`src/rtl/md_pkg.sv`:
```
// Shared types for the EX-stage multiply/divide block: instruction codes,
// HI/LO controller states and the default datapath width.
package md_pkg;

    localparam int MD_DW = 32;

    typedef enum logic [2:0] {
        OP_NOP   = 3'd0,
        OP_MULT  = 3'd1,
        OP_MULTU = 3'd2,
        OP_DIV   = 3'd3,
        OP_MTHI  = 3'd4,
        OP_MTLO  = 3'd5,
        OP_MFHI  = 3'd6,
        OP_MFLO  = 3'd7
    } md_op_e;

    typedef enum logic [1:0] {
        ST_IDLE     = 2'd0,
        ST_MUL      = 2'd1,
        ST_DIV_WAIT = 2'd2
    } hilo_state_e;

endpackage

```
`src/rtl/mul_unit.sv`:
```
// Registered DW x DW -> 2*DW multiplier; sgn selects signed or unsigned
// operands. The product appears one cycle after en.
module mul_unit
    import md_pkg::*;
#(
    parameter int DW = MD_DW
) (
    input  logic              clk,
    input  logic              reset,
    input  logic              en,
    input  logic              sgn,
    input  logic [DW-1:0]     a,
    input  logic [DW-1:0]     b,
    output logic [2*DW-1:0]   prod_p1
);

    logic signed [2*DW-1:0] a_ext;
    logic signed [2*DW-1:0] b_ext;

    // Extending both operands to 2*DW makes one modular multiply serve both modes.
    assign a_ext = {{DW{sgn & a[DW-1]}}, a};
    assign b_ext = {{DW{sgn & b[DW-1]}}, b};

    // Stage p0 -> p1: product register
    always_ff @(posedge clk) begin
        if (reset) begin
            prod_p1 <= '0;
        end else if (en) begin
            prod_p1 <= $unsigned(a_ext * b_ext);
        end
    end

endmodule

```
`src/rtl/hilo_ctrl.sv`:
```
// EX-stage multiply/divide controller and HI/LO register file. Products are
// computed locally; divides are handed to an external iterative divider.
module hilo_ctrl
    import md_pkg::*;
#(
    parameter int            DW       = MD_DW,
    parameter logic [DW-1:0] HILO_RST = '0
) (
    input  logic          clk,
    input  logic          reset,
    input  logic          ex_valid,
    input  logic [2:0]    ex_op,
    input  logic          ex_flush,
    input  logic [DW-1:0] rs_val,
    input  logic [DW-1:0] rt_val,
    input  logic          pipe_hold,
    input  logic          prog_load,
    output logic          md_stall,
    output logic [DW-1:0] mf_data,
    output logic [DW-1:0] hi,
    output logic [DW-1:0] lo,
    output logic          div_start,
    output logic [DW-1:0] div_dividend,
    output logic [DW-1:0] div_divisor,
    output logic          div_cpu_stall,
    input  logic          div_busy,
    input  logic          div_finish,
    input  logic [DW-1:0] div_q,
    input  logic [DW-1:0] div_r
);

    md_op_e          op;
    hilo_state_e     state;
    hilo_state_e     state_nxt;
    logic            issue;
    logic            is_mul;
    logic            div_zero;
    logic            launch_div;
    logic [2*DW-1:0] prod_p1;

    assign op            = md_op_e'(ex_op);
    assign div_cpu_stall = prog_load;

    // md_stall only fires outside IDLE, so issue also implies state == IDLE.
    assign issue      = ex_valid & ~ex_flush & ~pipe_hold & ~prog_load
                      & (op != OP_NOP) & ~md_stall;
    assign is_mul     = (op == OP_MULT) | (op == OP_MULTU);
    assign div_zero   = (rt_val == '0);
    assign launch_div = issue & (op == OP_DIV) & ~div_zero & ~div_busy;

    mul_unit #(.DW(DW)) u_mul (
        .clk     (clk),
        .reset   (reset),
        .en      (issue & is_mul),
        .sgn     (op == OP_MULT),
        .a       (rs_val),
        .b       (rt_val),
        .prod_p1 (prod_p1)
    );

    always_ff @(posedge clk) begin
        if (reset) begin
            state <= ST_IDLE;
        end else if (!prog_load) begin
            state <= state_nxt;
        end
    end

    always_comb begin
        state_nxt = state;
        case (state)
            ST_IDLE: begin
                if (issue && is_mul) begin
                    state_nxt = ST_MUL;
                end else if (launch_div) begin
                    state_nxt = ST_DIV_WAIT;
                end
            end
            ST_MUL:      state_nxt = ST_IDLE;
            ST_DIV_WAIT: if (div_finish) state_nxt = ST_IDLE;
            default:     state_nxt = ST_IDLE;
        endcase
    end

    always_comb begin
        md_stall = ex_valid & ~ex_flush & (op != OP_NOP) & (state != ST_IDLE);
        mf_data  = (op == OP_MFHI) ? hi : lo;
    end

    // HI/LO writeback and divider launch registers
    always_ff @(posedge clk) begin
        if (reset) begin
            hi           <= HILO_RST;
            lo           <= HILO_RST;
            div_start    <= 1'b0;
            div_dividend <= '0;
            div_divisor  <= '0;
        end else if (!prog_load) begin
            div_start <= launch_div;
            if (launch_div) begin
                div_dividend <= rs_val;
                div_divisor  <= rt_val;
            end
            case (state)
                ST_IDLE: begin
                    if (issue) begin
                        case (op)
                            OP_MTHI: hi <= rs_val;
                            OP_MTLO: lo <= rs_val;
                            OP_DIV: begin
                                // Divide by zero never reaches the divider.
                                if (div_zero) begin
                                    hi <= rs_val;
                                    lo <= '1;
                                end
                            end
                            default: ;
                        endcase
                    end
                end
                ST_MUL: {hi, lo} <= prod_p1;
                ST_DIV_WAIT: begin
                    if (div_finish) begin
                        hi <= div_r;
                        lo <= div_q;
                    end
                end
                default: ;
            endcase
        end
    end

endmodule
```
`config.mk`:
```
export PLATFORM = sky130hd
export DESIGN_NAME = hilo_ctrl
export DESIGN_NICKNAME = d
export VERILOG_FILES = /design/src/rtl/md_pkg.sv /design/src/rtl/mul_unit.sv /design/src/rtl/hilo_ctrl.sv
export SDC_FILE = /design/constraint.sdc
export NUM_CORES = 2
export LEC_CHECK = 0
export CAP_MARGIN = 20
export CELL_PAD_IN_SITES_DETAIL_PLACEMENT = 1
export CELL_PAD_IN_SITES_GLOBAL_PLACEMENT = 1
export CORE_UTILIZATION = 42
export CTS_BUF_LIST = sky130_fd_sc_hd__clkbuf_4 sky130_fd_sc_hd__clkbuf_8
export CTS_CLUSTER_DIAMETER = 80
export CTS_CLUSTER_SIZE = 24
export DETAILED_ROUTE_END_ITERATION = 10
export PLACE_DENSITY_LB_ADDON = 0.3
export SLEW_MARGIN = 20
export SYNTH_ARGS = -nofsm -noshare
export SYNTH_HDL_FRONTEND = slang
export SYNTH_SLANG_ARGS = --single-unit
```
`constraint.sdc`:
```
create_clock -name clk -period 13.23 [get_ports clk]
set_input_delay 3.3075 -clock clk [delete_from_list [all_inputs] [get_ports clk]]
set_output_delay 3.3075 -clock clk [all_outputs]
set_load 0.005 [all_outputs]
```
# Word level (Yosys, flattened, before mapping)
# Cells that the tools add are included.
# totals
latchBits	0
register_bits	195
mem_bits_rw	0
elab_cells	67
mem_bits_ro	0
inputBits	139
memories	0
# op_classes
reduce_logical	10
eq_ne	14
n_div	0
shifts	0
addsub	0
bitwise_logic	20
muxes	15
magnitude_cmp	0
n_mul	1
# op_table
operator	count
$mux 32	7
$pmux 32 s3	2
$pmux 32 s2	2
$mul 33x33->64	1
$logic_not 32->1	1
$and 1x1->1	13
$reduce_and 6->1	2
$eq 3x3->1 const B	3
$eq 3x2->1 const B	2
$mux 2	3
$ne 3x2->1 const B	2
$ne 3x3->1 const B	2
$not 1->1	6
$reduce_bool 3->1	2
$ne 2x2->1 const B	2
$pmux 2 s2	1
$eq 3x1->1 const B	1
$reduce_and 3->1	1
$eq 2x1->1 const B	1
$eq 2x2->1 const B	1
$logic_not 2->1	1
$reduce_and 2->1	1
$reduce_bool 2->1	1
$logic_and 1x1->1	1
$or 1x1->1	1

# Longest topological paths before layout
# logic_depth
ltp_word	12
mapped_depth	33
depth_no_buf	29

# By module
# From an unflattened synthesis, not the netlist that was laid out.
# hier_totals
hier_cells	5198
area_unflattened_um2	47180.2
# by_module_without_submodules
mod	n_inst	cells_each	area_per_inst_um2	seq_area_each_um2
mul_unit	1	4413	40238.6	1281.2
hilo_ctrl	1	785	6941.7	2622.5

# Worst setup path before layout
# OpenSTA, ideal clock, no wires.
# synth_path
path_kind	input to register
from	input port ex_op[2]
to	register u_mul.prod_p1[58]
path_stages	31
path_slack_ns	1.762
arrival_ns	11.383
path_buffers	4
t_required_ns	13.144
path_cell_list	clkbuf_1 > nor3b_1 > and2_1 > clkbuf_1 > clkbuf_1 > nand2_1 > inv_1 > fa_1 > inv_1 > fa_1 > inv_1 > fa_1 > fa_1 > inv_1 > fa_1 > fa_1 > fa_1 > fa_1 > inv_1 > ha_1 > clkbuf_1 > a21oi_1 > nor2b_1 > o21ai_0 > nand2b_1 > nand3b_1 > o22ai_1 > a211oi_1 > o41a_1 > xnor2_1 > a211oi_1
# synth_between
elab_chain_cells	6
elab_cells_between_ends	13
classes_between	mul (1); eq/ne (2); bitwise (9); reduce/logical (1)
# synth_lines
item	line	text
from (decl)	hilo_ctrl.sv:12	input logic [2:0] ex_op,
branches (longest 6 deep; another with $mul 33x33->64)	-	
to (signal assigned)	mul_unit.sv:29	prod_p1 <= $unsigned(a_ext * b_ext);
to (decl)	mul_unit.sv:14	output logic [2*DW-1:0] prod_p1
# Several ways; the timed one is not identified.
# A chain may end at the register's enable or synchronous reset.

# Final worst setup path
# layout_path
from	input port ex_op[0]
to	register u_mul.prod_p1[59]
# Same word-level chain as after synthesis.

==> run summary <==
Dividing the detail-routed via count by the number of cells gives 5.380. The first detailed-routing pass ran for 6 iterations. Measured in cells, the most critical reg-to-reg path has a length of 10. The final layout contains 6914 nets.

Pin placement for this block handled 302 I/O pins. Count of yosys warnings during synthesis: 0. The hold path startpoint was div_dividend[15]$_SDFFE_PP0P_. In the synthesized netlist, the number of instances is 5354. The number of I/O port buffers is 301, and the total die area is 0.1120 mm^2.

The reg-to-reg endpoint is lo[12]$_SDFFE_PP0P_. At the pin with the least slew margin, the transition time is 1.215 ns. The detailed-route DRC error count is 0. The slowest cell on the critical path was sky130_fd_sc_hd__fa_1. TritonCTS built the clock tree. For the post-route setup TNS, the log shows 0 ns.

The minimum clock period after layout came out at 11.98 ns. Measured along the y axis, the die boundary spans 334.7 um. The tools report the tightest slew margin relative to the limit as 18.74%. The flow ran to the end, and the final reports show no timing, DRC or antenna violations. Yosys mapped a number of flops with a built-in enable equal to 0. For the worst path arrival time, the log shows 12.50 ns.

After synthesis the cells add up to 0.04648 mm^2. The worst register-to-register path has a setup slack of 9.56 ns. The total of max-cap violations was 0; the post-CTS clock slew at the launch and capture registers of the worst setup and hold paths was 0.14 ns. For this configuration, the core starts out at a cell density of 42.52%. The tools report the largest buffer count on any clock path as 2. For the worst path required time, the log shows 13.75 ns. In this run, distinct cell masters in the synthesized netlist total 60. The post-CTS repair timing setup buffer count came out at 0. The tools report the clock root buffer as sky130_fd_sc_hd__clkbuf_8. CTS built an H-tree with a depth of 4. The critical path capture point type is a flop.

The net count of the mapped netlist was 6834; the total number of vias was 37300. On the final layout, the worst clock skew is 0.04016 ns. The critical path is of the in -> reg type. Synthesis inferred 195 register bits. The logs give 30.96% for the global-route total usage across every layer and 0 for the number of hold buffers added after CTS. Setup repair after global routing left no endpoint under its margin. The hold path endpoint is div_dividend[15]$_SDFFE_PP0P_. The tools report the number of global-route vias before repair as 41880. STA classifies the critical path startpoint as an input port. The core region is 0.1093 mm^2. The clock drives 195 sinks. The initial antenna violation count came out at 17. After detailed routing, the total wire length is 168100 um.

Total of cells resized after clock tree synthesis: 0. At the end of routability-driven placement, the weighted congestion stood at 0.9106. The run gives 17 as the number of buffers created by CTS. The sequential fraction of the synthesis area was 8.398%. After the first detailed-routing iteration, the DRC count stood at 2153. The largest net degree at the start of global routing was 83; the biggest fanout along the worst timing path was 16. Row generation in the floorplan step produced 121 rows. The average cell area after synthesis works out to 8.682 um^2. The run gives 0 as the number of max-slew violations in the final report.

Setup violations remaining at the end of the flow were counted as 0. The final hold violation count was 0; the hold-critical path depth was 2. The wire length of the first global-routing pass is 257200 um, and the residual antenna-violating net count after detailed routing is 0. The total overflow left after global routing is 0. The worst hold-check path type is reg -> reg.

On the worst path, the slowest cell contributes a delay of 0.63 ns. Among the stages of the critical path, the cell type that occurs most often is sky130_fd_sc_hd__fa_1. The fraction of layout instances using a drive strength above 1 is 4.535%. Counting flops with an async set or reset pin after synthesis yields a share of 0%. The startpoint identified for the worst register-to-register timing path is state[0]$_SDFFE_PP0P_. The final cycle utilization of the critical path is 90.52%, and the die span in x is 334.7 um. Layout overhead on the synthesized area: 10.65%. After detailed routing, the average wire length per cell comes to 24.25 um. Predominant post-synthesis flop cell: sky130_fd_sc_hd__dfxtp_1. The wire-length estimate of the detail-placed layout is 140500 um. The latest clock arrival within the worst-skew pair came out at 0.60 ns. Derived from the worst setup path, the maximum achievable clock frequency is 0.08351 GHz.
## layout by cell type, fill, tap and decap left out, drive strengths merged, types with 32 or more instances in the layout
| cell type | instances |
|---|---|
| inv | 1143 |
| and2 | 309 |
| a22oi | 65 |
| nand3 | 35 |
| dfxtp | 195 |
| a211oi | 77 |
| clkdlybuf4s50 | 282 |
| a21oi | 240 |
| buf | 159 |
| mux2 | 32 |
| nand2 | 1004 |
| fa | 1125 |
| o21ai | 45 |
| xnor2 | 48 |
| nor2 | 208 |
| ha | 216 |
## worst max-delay path, delay by kind of cell
kind / cells / cell delay (ns)
AO/OA/AOI/OAI: 6 / 1.37
adder cells (fa/ha/maj): 9 / 4.40
buffers and inverters: 7 / 2.02
AND/OR/NAND/NOR: 7 / 1.39
## routing by layer
metal / global-route usage, % / wire length (um) / up-vias / part of all wire, %
met4: 14.83 / 8486 / 4 / 5.0
met2: 53.90 / 85720 / 1130 / 51
li1: - / - / 15940 / -
met5: 0 / 23 / - / 0.014
met3: 3.209 / 7710 / 348 / 4.6
met1: 38.45 / 66190 / 19880 / 39
## sequential cells by signal, indices dropped and copies added (netlist names)
register / cells
u_mul.prod_p1: 64
div_dividend: 32
div_divisor: 32
hi: 32
lo: 32
state: 2
div_start: 1
## per-stage QoR
step	utilization, %	hold slack [ns]	cells	worst slack, ns	instance area (um^2)
floorplan	-	0.4323	5354	1.762	46480
detailed placement	46.58	0.4491	6891	0.7021	50920
global route	47.05	0.4786	6932	0.7776	51430
finish	47.05	0.4641	6933	1.255	51430
CTS	47.03	0.4675	6923	1.308	51400
global placement	46.58	0.4425	6891	1.002	50920
## Yosys cell counts, types with 20 or more instances
cell / number / share of area, %
sky130_fd_sc_hd__and2_1: 309 / 4.2
sky130_fd_sc_hd__inv_1: 1135 / 9.2
sky130_fd_sc_hd__a211oi_1: 77 / 1.2
sky130_fd_sc_hd__nand3_1: 35 / 0.38
sky130_fd_sc_hd__and3_1: 25 / 0.34
sky130_fd_sc_hd__mux2_2: 32 / 0.78
sky130_fd_sc_hd__dfxtp_1: 195 / 8.4
sky130_fd_sc_hd__o21ai_1: 20 / 0.22
sky130_fd_sc_hd__a21o_1: 26 / 0.42
sky130_fd_sc_hd__xnor2_1: 48 / 0.90
sky130_fd_sc_hd__fa_1: 1125 / 48
sky130_fd_sc_hd__clkbuf_1: 367 / 3.0
sky130_fd_sc_hd__a21oi_1: 240 / 2.6
sky130_fd_sc_hd__a22oi_1: 65 / 1.0
sky130_fd_sc_hd__nor2_1: 208 / 1.7
sky130_fd_sc_hd__ha_1: 216 / 5.8
sky130_fd_sc_hd__nand2_1: 1004 / 8.1
sky130_fd_sc_hd__xor2_1: 20 / 0.38
sky130_fd_sc_hd__nand4_1: 20 / 0.27
sky130_fd_sc_hd__o21ai_0: 25 / 0.27
## cell families after synthesis
logic type / share of synthesized area [%]
AO/OA/AOI/OAI: 6.964
AND/OR/NAND/NOR: 16.02
buffers and inverters: 12.27
multiplexers: 0.7968
XOR/XNOR: 1.281
flip-flops: 8.398
adder cells (fa/ha/maj): 54.27
## area by class of cell
type                    count  area, um^2
flip-flops and latches    195        3904
diodes                     10       25.02
clock inverters            15       250.2
well taps                1476        1847
multi-input cells        3643       36920
fillers                 12860       57880
repair buffers            441        3988
inverters                1136        4264
clock buffers              17       234.0
## worst max-delay path by stage
stage,start,end,slack (ns),depth (start not counted)
2_1_floorplan,ex_op[2],u_mul.prod_p1[58]$_SDFFE_PP0P_,1.76,31
3_3_place_gp,ex_op[0],u_mul.prod_p1[63]$_SDFFE_PP0P_,1.00,29
3_5_place_dp,ex_op[2],u_mul.prod_p1[59]$_SDFFE_PP0P_,0.70,29
4_1_cts,ex_op[0],u_mul.prod_p1[59]$_SDFFE_PP0P_,1.31,29
5_1_grt,ex_op[0],u_mul.prod_p1[59]$_SDFFE_PP0P_,0.78,29
6_report,ex_op[0],u_mul.prod_p1[59]$_SDFFE_PP0P_,1.25,29
Power is left out: the tool's default activity adds up to more than one toggle a clock period on the data nets, which glitch-free logic cannot reach.
